--- src/rtl/cram_read_arbiter.sv ---
// cram_read_arbiter: shares the CRAM AXI4 read channel between fetch (m0) and loader (m1).
// Optional CRAM_ARB_RR_EN selects round-robin arbitration; CRAM side uses arlen=0, arsize=2, INCR.
module cram_read_arbiter #(
  parameter int ADDR_W      = 32,
  parameter int DATA_W      = 32,
  parameter int ORDER_DEPTH = 4
) (
  input  logic                           clk,
  input  logic                           rst,
  input  logic [ADDR_W-1:0]              m0_araddr,
  input  logic                           m0_arvalid,
  output logic                           m0_arready,
  output logic [DATA_W-1:0]              m0_rdata,
  output logic [1:0]                     m0_rresp,
  output logic                           m0_rvalid,
  input  logic                           m0_rready,
  input  logic [ADDR_W-1:0]              m1_araddr,
  input  logic                           m1_arvalid,
  output logic                           m1_arready,
  output logic [DATA_W-1:0]              m1_rdata,
  output logic [1:0]                     m1_rresp,
  output logic                           m1_rvalid,
  input  logic                           m1_rready,
  output logic [ADDR_W-1:0]              s_araddr,
  output logic [3:0]                     s_arid,
  output logic                           s_arvalid,
  input  logic                           s_arready,
  input  logic [DATA_W-1:0]              s_rdata,
  input  logic [3:0]                     s_rid,
  input  logic [1:0]                     s_rresp,
  input  logic                           s_rvalid,
  output logic                           s_rready,
  output logic [$clog2(ORDER_DEPTH):0]   o_outstanding,
  output logic                           o_err
);

  localparam int PW = $clog2(ORDER_DEPTH);
  localparam int CW = PW + 1;
  localparam logic [CW:0] DEPTH_V = (CW+1)'(ORDER_DEPTH);

  logic              slot_v;
  logic [ADDR_W-1:0] slot_addr;
  logic              slot_id;

  logic [ORDER_DEPTH-1:0] ord_q;
  logic [PW-1:0]          wr_ptr;
  logic [PW-1:0]          rd_ptr;
  logic [CW-1:0]          cnt_q;
  logic                   err_q;

  logic ar_hs;
  logic slot_free;
  logic room;
  logic can_grant;
  logic grant;
  logic pick1;
  logic empty;
  logic head;
  logic pop;
  logic unused_rid;

  assign unused_rid = ^s_rid[3:1];

  assign ar_hs     = slot_v & s_arready;
  assign slot_free = ~slot_v | s_arready;
  assign room      = ({1'b0, cnt_q} + {{CW{1'b0}}, ar_hs}) < DEPTH_V;
  assign can_grant = ~rst & slot_free & room;
  assign grant     = can_grant & (m0_arvalid | m1_arvalid);

`ifdef CRAM_ARB_RR_EN
  logic prio_q;

  // Hand priority to the other port after every grant.
  always_ff @(posedge clk) begin
    if (rst) begin
      prio_q <= 1'b0;
    end else if (grant) begin
      prio_q <= ~pick1;
    end
  end

  assign pick1 = m1_arvalid & (~m0_arvalid | prio_q);
`else
  assign pick1 = m1_arvalid & ~m0_arvalid;
`endif

  assign m0_arready = grant & ~pick1;
  assign m1_arready = grant & pick1;

  assign s_arvalid = slot_v;
  assign s_araddr  = slot_addr;
  assign s_arid    = {3'b000, slot_id};

  assign empty = (cnt_q == '0);
  assign head  = ord_q[rd_ptr];

  assign s_rready  = empty | (head ? m1_rready : m0_rready);
  assign pop       = s_rvalid & ~empty & s_rready;
  assign m0_rvalid = s_rvalid & ~empty & ~head;
  assign m1_rvalid = s_rvalid & ~empty & head;
  assign m0_rdata  = s_rdata;
  assign m1_rdata  = s_rdata;
  assign m0_rresp  = s_rresp;
  assign m1_rresp  = s_rresp;

  assign o_outstanding = cnt_q;
  assign o_err         = err_q;

  // AR slot: load the winner, hold until the CRAM accepts.
  always_ff @(posedge clk) begin
    if (rst) begin
      slot_v    <= 1'b0;
      slot_addr <= '0;
      slot_id   <= 1'b0;
    end else if (grant) begin
      slot_v    <= 1'b1;
      slot_addr <= pick1 ? m1_araddr : m0_araddr;
      slot_id   <= pick1;
    end else if (ar_hs) begin
      slot_v    <= 1'b0;
    end
  end

  // Order FIFO: push port index on AR handshake, pop on R handshake.
  always_ff @(posedge clk) begin
    if (rst) begin
      ord_q  <= '0;
      wr_ptr <= '0;
      rd_ptr <= '0;
      cnt_q  <= '0;
    end else begin
      if (ar_hs) begin
        ord_q[wr_ptr] <= slot_id;
        wr_ptr        <= wr_ptr + PW'(1);
      end
      if (pop) begin
        rd_ptr <= rd_ptr + PW'(1);
      end
      unique case ({ar_hs, pop})
        2'b10:   cnt_q <= cnt_q + CW'(1);
        2'b01:   cnt_q <= cnt_q - CW'(1);
        default: cnt_q <= cnt_q;
      endcase
    end
  end

  // Sticky error on ID mismatch or a beat with nothing outstanding.
  always_ff @(posedge clk) begin
    if (rst) begin
      err_q <= 1'b0;
    end else if ((s_rvalid & empty) | (pop & (s_rid[0] != head))) begin
      err_q <= 1'b1;
    end
  end

endmodule

--- config.mk ---
export PLATFORM = sky130hd
export DESIGN_NAME = cram_read_arbiter
export DESIGN_NICKNAME = d
export VERILOG_FILES = /design/src/rtl/cram_read_arbiter.sv
export SDC_FILE = /design/constraint.sdc
export NUM_CORES = 1
export LEC_CHECK = 0
export CAP_MARGIN = 20
export CORE_UTILIZATION = 33
export DETAILED_ROUTE_END_ITERATION = 8
export PLACE_DENSITY = 0.82
export SYNTH_ARGS = -nofsm -noshare
export SYNTH_HDL_FRONTEND = slang
export SYNTH_SLANG_ARGS = --single-unit
--- constraint.sdc ---
create_clock -name clk -period 3.4 [get_ports clk]
set_clock_uncertainty 0.2 [all_clocks]
set_input_delay 0.34 -clock clk [delete_from_list [all_inputs] [get_ports clk]]
set_output_delay 0.34 -clock clk [all_outputs]
set_load 0.02 [all_outputs]
### Word-level counts from Yosys, hierarchy flattened

Index checks and enable logic that the tools add are counted.

| storage, ports and cells | value |
|---|---|
| input port bits | 110 |
| flip-flop bits (word level) | 46 |
| word-level logic and storage cells | 57 |
| output and inout port bits | 114 |

| cells by class | value |
|---|---|
| equal/unequal tests | 3 |
| reductions and logical operators | 4 |
| add/sub/neg operators | 5 |
| bitwise gates (word level) | 23 |
| $lt $le $gt $ge | 4 |
| mux-type cells | 10 |

Operators by type and width:

| kind | number |
|---|---|
| $mux W32 | 1 |
| $and A1 B1 Y1 | 13 |
| $lt A2 B3 Y1 const B | 2 |
| $not A1 Y1 | 6 |
| $pmux W3 S2 | 1 |
| $mux W1 | 5 |
| $add A2 B1 Y2 const B | 2 |
| $add A3 B1 Y4 | 1 |
| $bwmux W4 | 1 |
| $lt A4 B3 Y1 const B | 1 |
| $or A1 B1 Y1 | 4 |
| $reduce_bool A2 Y1 | 2 |
| $add A3 B1 Y3 const B | 1 |
| $logic_not A3 Y1 | 1 |
| $sub A3 B1 Y3 const B | 1 |
| $bmux W1 S2 | 1 |
| $demux W1 S2 | 1 |
| $eq A2 B1 Y1 const B | 1 |
| $eq A2 B2 Y1 const B | 1 |
| $ge A2 B1 Y1 const B | 1 |
| $logic_and A1 B1 Y1 | 1 |
| $ne A1 B1 Y1 | 1 |

### Longest topological paths before layout

Gate-level depths: netlist (run 1).

| logic depth | value |
|---|---|
| word-level depth | 7 |
| mapped depth | 9 |
| depth with buffers taken out | 9 |

### Worst setup path before layout (run 1)

OpenSTA, ideal clock, no wires.

| path | value |
|---|---|
| kind | register to register |
| start | register rd_ptr[0] |
| end | register cnt_q[2], in the netlist o_outstanding[2] |
| data required time | 3130 ps |
| period minus slack after synthesis | 2643 ps |
| path slack | 757 ps |
| stages on the path, launching flop included | 10 |
| buffers on the path | 0 |
| arrival | 2373 ps |
| setup time | 70 ps |
| cells stage by stage | dfxtp_1 mux4_2 mux2i_1 nor2_1 ha_1 inv_1 fa_1 xor2_1 or3_1 a21oi_1 |

| on the way | value |
|---|---|
| word-level cells in the longest chain between the ends | 7 |

Ends and longest elaborated chain:

| what | line | text |
|---|---|---|
| start: declaration | 47 | `logic [PW-1:0] rd_ptr;` |
| start signal: assignment | 137 | `rd_ptr <= rd_ptr + PW'(1);` |
| $bmux W1 S2 (*) | 95 | `assign head = ord_q[rd_ptr];` |
| $mux W1 (not written as such) (*) | 95 |  |
| $mux W1 (*) | 97 | `assign s_rready = empty \| (head ? m1_rready : m0_rready);` |
| $or A1 B1 Y1 (*) | 97 |  |
| $and A1 B1 Y1 (*) | 98 | `assign pop = s_rvalid & ~empty & s_rready;` |
| via pop | 59 | `logic pop;` |
| $eq A2 B1 Y1 or $eq A2 B2 Y1 (tied branches) | 139 | `unique case ({ar_hs, pop})` |
| $pmux W3 S2 or $reduce_bool A2 Y1 (tied branches) | - |  |
| end signal: assignment | 140 | `2'b10: cnt_q <= cnt_q + CW'(1);` |
| end signal: assignment | 141 | `2'b01: cnt_q <= cnt_q - CW'(1);` |
| end signal: assignment | 142 | `default: cnt_q <= cnt_q;` |
| end: declaration | 48 | `logic [CW-1:0] cnt_q;` |

The timed path passes the listed nets; every way through them passes the cells marked *. The select of a mux whose other input is x is not followed.
A chain may end at the register's enable or synchronous reset.

### Worst setup path after layout (run 1)

| path | value |
|---|---|
| start | input s_arready |
| end | output m1_arready |

| on the way | value |
|---|---|
| word-level cells in the longest chain between the ends | 6 |

Ends and longest elaborated chain:

| what | line | text |
|---|---|---|
| start: declaration | 27 | `input logic s_arready,` |
| $and A1 B1 Y1 | 64 | `assign ar_hs = slot_v & s_arready;` |
| $add A3 B1 Y4 | 66 | `assign room = ({1'b0, cnt_q} + {{CW{1'b0}}, ar_hs}) < DEPTH_V;` |
| $lt A4 B3 Y1 | 66 |  |
| $and A1 B1 Y1 (*) | 67 | `assign can_grant = ~rst & slot_free & room;` |
| $and A1 B1 Y1 (*) | 68 | `assign grant = can_grant & (m0_arvalid \| m1_arvalid);` |
| $and A1 B1 Y1 (*) | 88 | `assign m1_arready = grant & pick1;` |
| end: declaration | 19 | `output logic m1_arready,` |

Mark *: on every way between the ends. The rest lies on a longest branch, timed or not.

==> run metrics, run 1 <==
Hold WC Path Type=flop to flop; pin count of the biggest net entering global routing=47; worst vdd ir=0.155 mV; Syn Inst Count=306; start point of the critical path=s_arready; FMAX=343 MHz; CTS root buf=clkbuf_8; post-synthesis instance area=2700 um2; drt first-iter violations=32; vias in the first global route=2015; pre-CTS setup slack=0.452 ns; layout cells sized above 1=0.0519; first-pass GRT wire length=9.54 mm; ant diodes=0; nets=462; fin cells=449; Die Y=92.4 um; total track usage=0.139; TritonCTS Buffers=5; Core Area=7810 um2; number of vias per cell=4.59; RSZ-0062 raised after global routing=no; Worst R2R End=o_outstanding[2]; first drt pass iteration count=4; final setup margin=0.482 ns; reg2reg setup slack=0.67 ns; most frequent cells in the layout=clkdlybuf4s50_1, dfxtp_1, nor2_1; ys flop type=dfxtp_1; commonest non-fill, non-tap cell in the layout=clkdlybuf4s50_1; synth top area cells=dfxtp_1, buf_4, mux2i_1, a211oi_1, nor2_1; share of the synthesized area in the top cell type=0.341; Post-DP Area=3410 um2; die area=8540 um2; initial antenna violation count=0; sequential area share after synthesis=0.341; # clock sinks=46; Hold Slack=0.258 ns; CTS H-tree lvls=2; CTS resizes=0; post-route cell area=3500 um2; min Tclk post-route=2.92 ns; TritonCTS clock tree=yes; CP startpoint kind=input pin; Synth Register Bits=46; clock-pin slew on the worst setup and hold paths=0.08 ns; fill cell count=760; critical path endpoint=m1_arready; IO Port Bufs=115; post-synth cell types=29; antenna viol nets, final=0; Synth async-reset ratio=0; post-DP HPWL=4.31 mm; Syn Area/Cell=8.82 um2; reg2reg path depth=9; total congestion overflow=0; status=complete, no violations; WS Path Type=input pin to primary output; hold violation count in the final report=0; Inst Count DP=441; hold-fix buffers at CTS=0; Final Max Slew Viols=0; Leak Pwr=1.26 nW; WP data required=2.86 ns; # setup viols final=0; Clock Latency Late Sink=0.29 ns; cell taking the most area after synthesis=dfxtp_1; synth warn=0; Max Cap Violations=0; DRC violations left=0; CP Capture Type=primary output; Post-Route Utilization=0.448; via count=2063; CTS max path bufs=2; routability-driven placement congestion ratio=0.737; worst-path maximum fanout=4; Tot Pwr=1.30 mW; # rows=32; Die Wd=92.4 um; WL final=5.65 mm; I/O pins=224; Hold Startpoint=ord_q[2]; WL per Instance=12.6 um; worst endpoint data arrival time=2.38 ns; worst reg2reg startpoint=rd_ptr[0]; area grow syn2layout=29.8%; Initial Utilization=0.346; period utilization=0.858; TNS Setup=0 ns; PwrDens=371 nW/um2; number of post-CTS setup repair buffers=0; Post-synth EDFFs=0
## sequential cells by signal (all words and copies together), names as in the netlist
| register | flops |
|---|---|
| o_err | 1 |
| o_outstanding | 3 |
| ord_q | 4 |
| rd_ptr | 2 |
| s_araddr | 32 |
| s_arvalid | 1 |
| slot_id | 1 |
| wr_ptr | 2 |
## kinds of logic (layout without fill, tap and decap cells)
logic type,Yosys count,count (layout),share of synthesized area
AOI/OAI and AO/OA,49,49,0.133
and+or+nand+nor,68,68,0.106
DFF,46,46,0.341
muxes,35,35,0.135
other,1,3,0.00139
adders and majority gates,6,6,0.0306
xor gates and xnor gates,4,4,0.0130
buffers and inverters,97,136,0.240
## how the worst min path moves through the flow
stage                     cells after the start        to  slack (ns)
after floorplan                               2  ord_q[2]        0.23
after global placement                        2  ord_q[3]        0.24
after detailed placement                      2  ord_q[2]        0.25
after CTS                                     2  ord_q[2]        0.26
after global routing                          2  ord_q[0]        0.28
final                                         2  ord_q[2]        0.26
## cell type report
cell class                 count  area, um2  area share
multi-input combinational    165       1140       0.327
clock buffer                   6       82.6      0.0236
clock inverter                 2       12.5     0.00357
tap                          102        128      0.0365
inverter                       8       30.0     0.00858
timing repair buffer         120       1180       0.338
sequential                    46        921       0.263
## where the power goes
| part | total [mW] | switching, mW | internal, mW | leakage (nW) |
|---|---|---|---|---|
| sequential | 0.601 | 0.0242 | 0.577 | 0.379 |
| clock | 0.346 | 0.182 | 0.164 | 0.0472 |
| combinational | 0.354 | 0.160 | 0.194 | 0.833 |
| total | 1.30 | 0.366 | 0.934 | 1.26 |
## metal layers
layer / vias up / global-route usage / share of wire
met4: 0 / 0.0404 / 0.011
met1: 919 / 0.160 / 0.41
met5: - / 0 / 0
li1: 1035 / - / -
met2: 98 / 0.230 / 0.47
met3: 11 / 0.0640 / 0.10
## Yosys cell counts (2+ instances only)
master / n
buf_4: 73
dfxtp_1: 46
nor2_1: 42
mux2i_1: 34
a211oi_1: 32
nand2_1: 12
a21oi_1: 11
buf_2: 8
inv_1: 8
clkbuf_1: 6
ha_1: 5
nand3_1: 4
or3_1: 3
and2_1: 2
buf_1: 2
nor2b_1: 2
o21ai_0: 2
xnor2_1: 2
xor2_1: 2
## worst max-delay path, stage by stage
cell and delay, ns:
clkdlybuf4s50_1 0.48, a21bo_2 0.25, a2111oi_4 0.51, and2_1 0.20, clkdlybuf4s50_1 0.60
Note: power is estimated with default switching activity, not from simulation.
==> run 2: changes to the inputs <==
--- a/config.mk
+++ b/config.mk
@@ -6,9 +6,10 @@
 export NUM_CORES = 1
 export LEC_CHECK = 0
 export CAP_MARGIN = 20
-export CORE_UTILIZATION = 33
+export CORE_MARGIN = 2
+export CORE_UTILIZATION = 40
 export DETAILED_ROUTE_END_ITERATION = 8
-export PLACE_DENSITY = 0.82
+export DONT_BUFFER_PORTS = 1
 export SYNTH_ARGS = -nofsm -noshare
 export SYNTH_HDL_FRONTEND = slang
 export SYNTH_SLANG_ARGS = --single-unit
==> run metrics, run 2 (same netlist as run 1, synthesis figures left out) <==
status=complete, no violations; CTS resizes=0; Slew headroom=0.665; WL final=4.87 mm; FMAX=351 MHz; post-DP HPWL=3.55 mm; ant diodes=0; period utilization=0.838; die area=7420 um2; CTS max path bufs=2; pre-CTS setup slack=0.557 ns; antenna viol nets, final=0; WHS Path Cells=3; worst-path maximum fanout=7; Clock Latency Late Sink=0.30 ns; WS Path Type=flop to flop; area grow syn2layout=-14.0%; # setup viols final=0; PwrDens=486 nW/um2; Worst-Margin Slew=0.488 ns; drt first-iter violations=34; Critical Path Max Stage Delay=0.58 ns; first drt pass iteration count=4; min Tclk post-route=2.85 ns; number of vias per cell=5.39; Core Area=6420 um2; hold violation count in the final report=0; RSZ-0062 raised after global routing=no; vias in the first global route=1598; worst vdd ir=0.193 mV; CP startpoint kind=flop; Final Max Slew Viols=0; # clock sinks=46; Die Wd=86.1 um; max reg flops=32; worst endpoint data arrival time=2.89 ns; reg2reg path depth=9; CTS H-tree lvls=2; total track usage=0.132; DRC violations left=0; total congestion overflow=0; Die Y=86.1 um; layout cells sized above 1=0.0649; Initial Utilization=0.420; commonest non-fill, non-tap cell in the layout=dfxtp_1; slowest cell on the critical path=mux4_2; CTS root buf=clkbuf_8; Max Cap Violations=0; most frequent cells in the layout=dfxtp_1, nor2_1, mux2i_1; clock-pin slew on the worst setup and hold paths=0.09 ns; worst path cell trace=mux4_2 > mux2i_1 > nor2_1 > ha_1 > inv_1 > fa_1 > xor2_1 > or3_1 > a21oi_1; TNS Setup=0 ns; via count=1660; I/O pins=224; routability-driven placement congestion ratio=0.758; Leak Pwr=0.821 nW; initial antenna violation count=0; Hold WC Path Type=input pin to flop; TritonCTS clock tree=yes; # rows=29; pin count of the biggest net entering global routing=49; first-pass GRT wire length=7.71 mm; CP Capture Type=flop; final setup margin=0.550 ns; TritonCTS Buffers=5; nets=346; IO Port Bufs=0; WP data required=3.43 ns; WL per Instance=15.8 um
-- run 2: cell types whose count changed in the layout (fill, tap and decap cells not counted), sizes merged --
| cell | previous run | this run |
|---|---|---|
| clkinvlp | 1 | 0 |
| clkinv | 1 | 2 |
| buf | 6 | 4 |
| clkdlybuf4s50 | 114 | 0 |
-- run 2: report_power, final --
| group | internal, mW | switching (mW) | total (mW) |
|---|---|---|---|
| Sequential | 0.577 | 0.0742 | 0.651 |
| Clock | 0.145 | 0.184 | 0.330 |
| Combinational | 0.0620 | 0.0849 | 0.147 |
-- run 2: repair_timing --
item / in CTS / in global routing
buffers inserted: 0 / 0
hold endpoints to repair: 46 / 0
hold buffers: 1 / 0
endpoints found under the setup margin: 0 / 0
-- run 2: layout make-up --
class                      count  area [um2]
inverter                       8        30.0
sequential                    46         921
multi-input combinational    165        1140
clock inverter                 2        13.8
tap                           77        96.3
fill                         660        4100
clock buffer                   6        72.6
timing repair buffer           4        42.5
-- run 2: worst max-delay path, delay by kind of cell, from the launching register on --
family,cells,cell delay (ns)
AO/OA/AOI/OAI,1,0.14
XOR/XNOR,1,0.16
adder cells (fa/ha/maj),2,0.57
buffers and inverters,1,0.07
flip-flops,1,0.39
multiplexers,2,0.82
AND/OR/NAND/NOR,2,0.44
-- run 2: per-stage QoR --
| step | power (mW) | util | hold WS (ns) | cells | instance area (um2) |
|---|---|---|---|---|---|
| 6_report | 1.13 | 0.361 | 0.0405 | 308 | 2320 |
| 5_1_grt | 1.20 | 0.361 | 0.0631 | 308 | 2320 |
| 4_1_cts | 1.15 | 0.361 | 0.0318 | 308 | 2320 |
| 3_5_place_dp | 0.803 | 0.345 | 0.218 | 299 | 2210 |
| 3_3_place_gp | 0.799 | 0.345 | 0.217 | 299 | 2210 |
| 2_1_floorplan | 0.904 | - | 0.233 | 308 | 2710 |
-- run 2: path summary, 6_finish.rpt --
kind	start	to	slack [ns]
worst min-delay path	s_arready	s_arvalid	0.04
worst max-delay path	rd_ptr[0]	o_outstanding[2]	0.55
worst min register to register	ord_q[1]	ord_q[1]	0.26
worst max register to register	rd_ptr[0]	o_outstanding[2]	0.55
-- run 2: metal layers --
metal	track usage	up-vias	wire, um
li1	-	812	-
met1	0.159	731	2000
met2	0.207	108	2270
met3	0.0587	9	543
met4	0.0476	0	59
met5	0	-	0
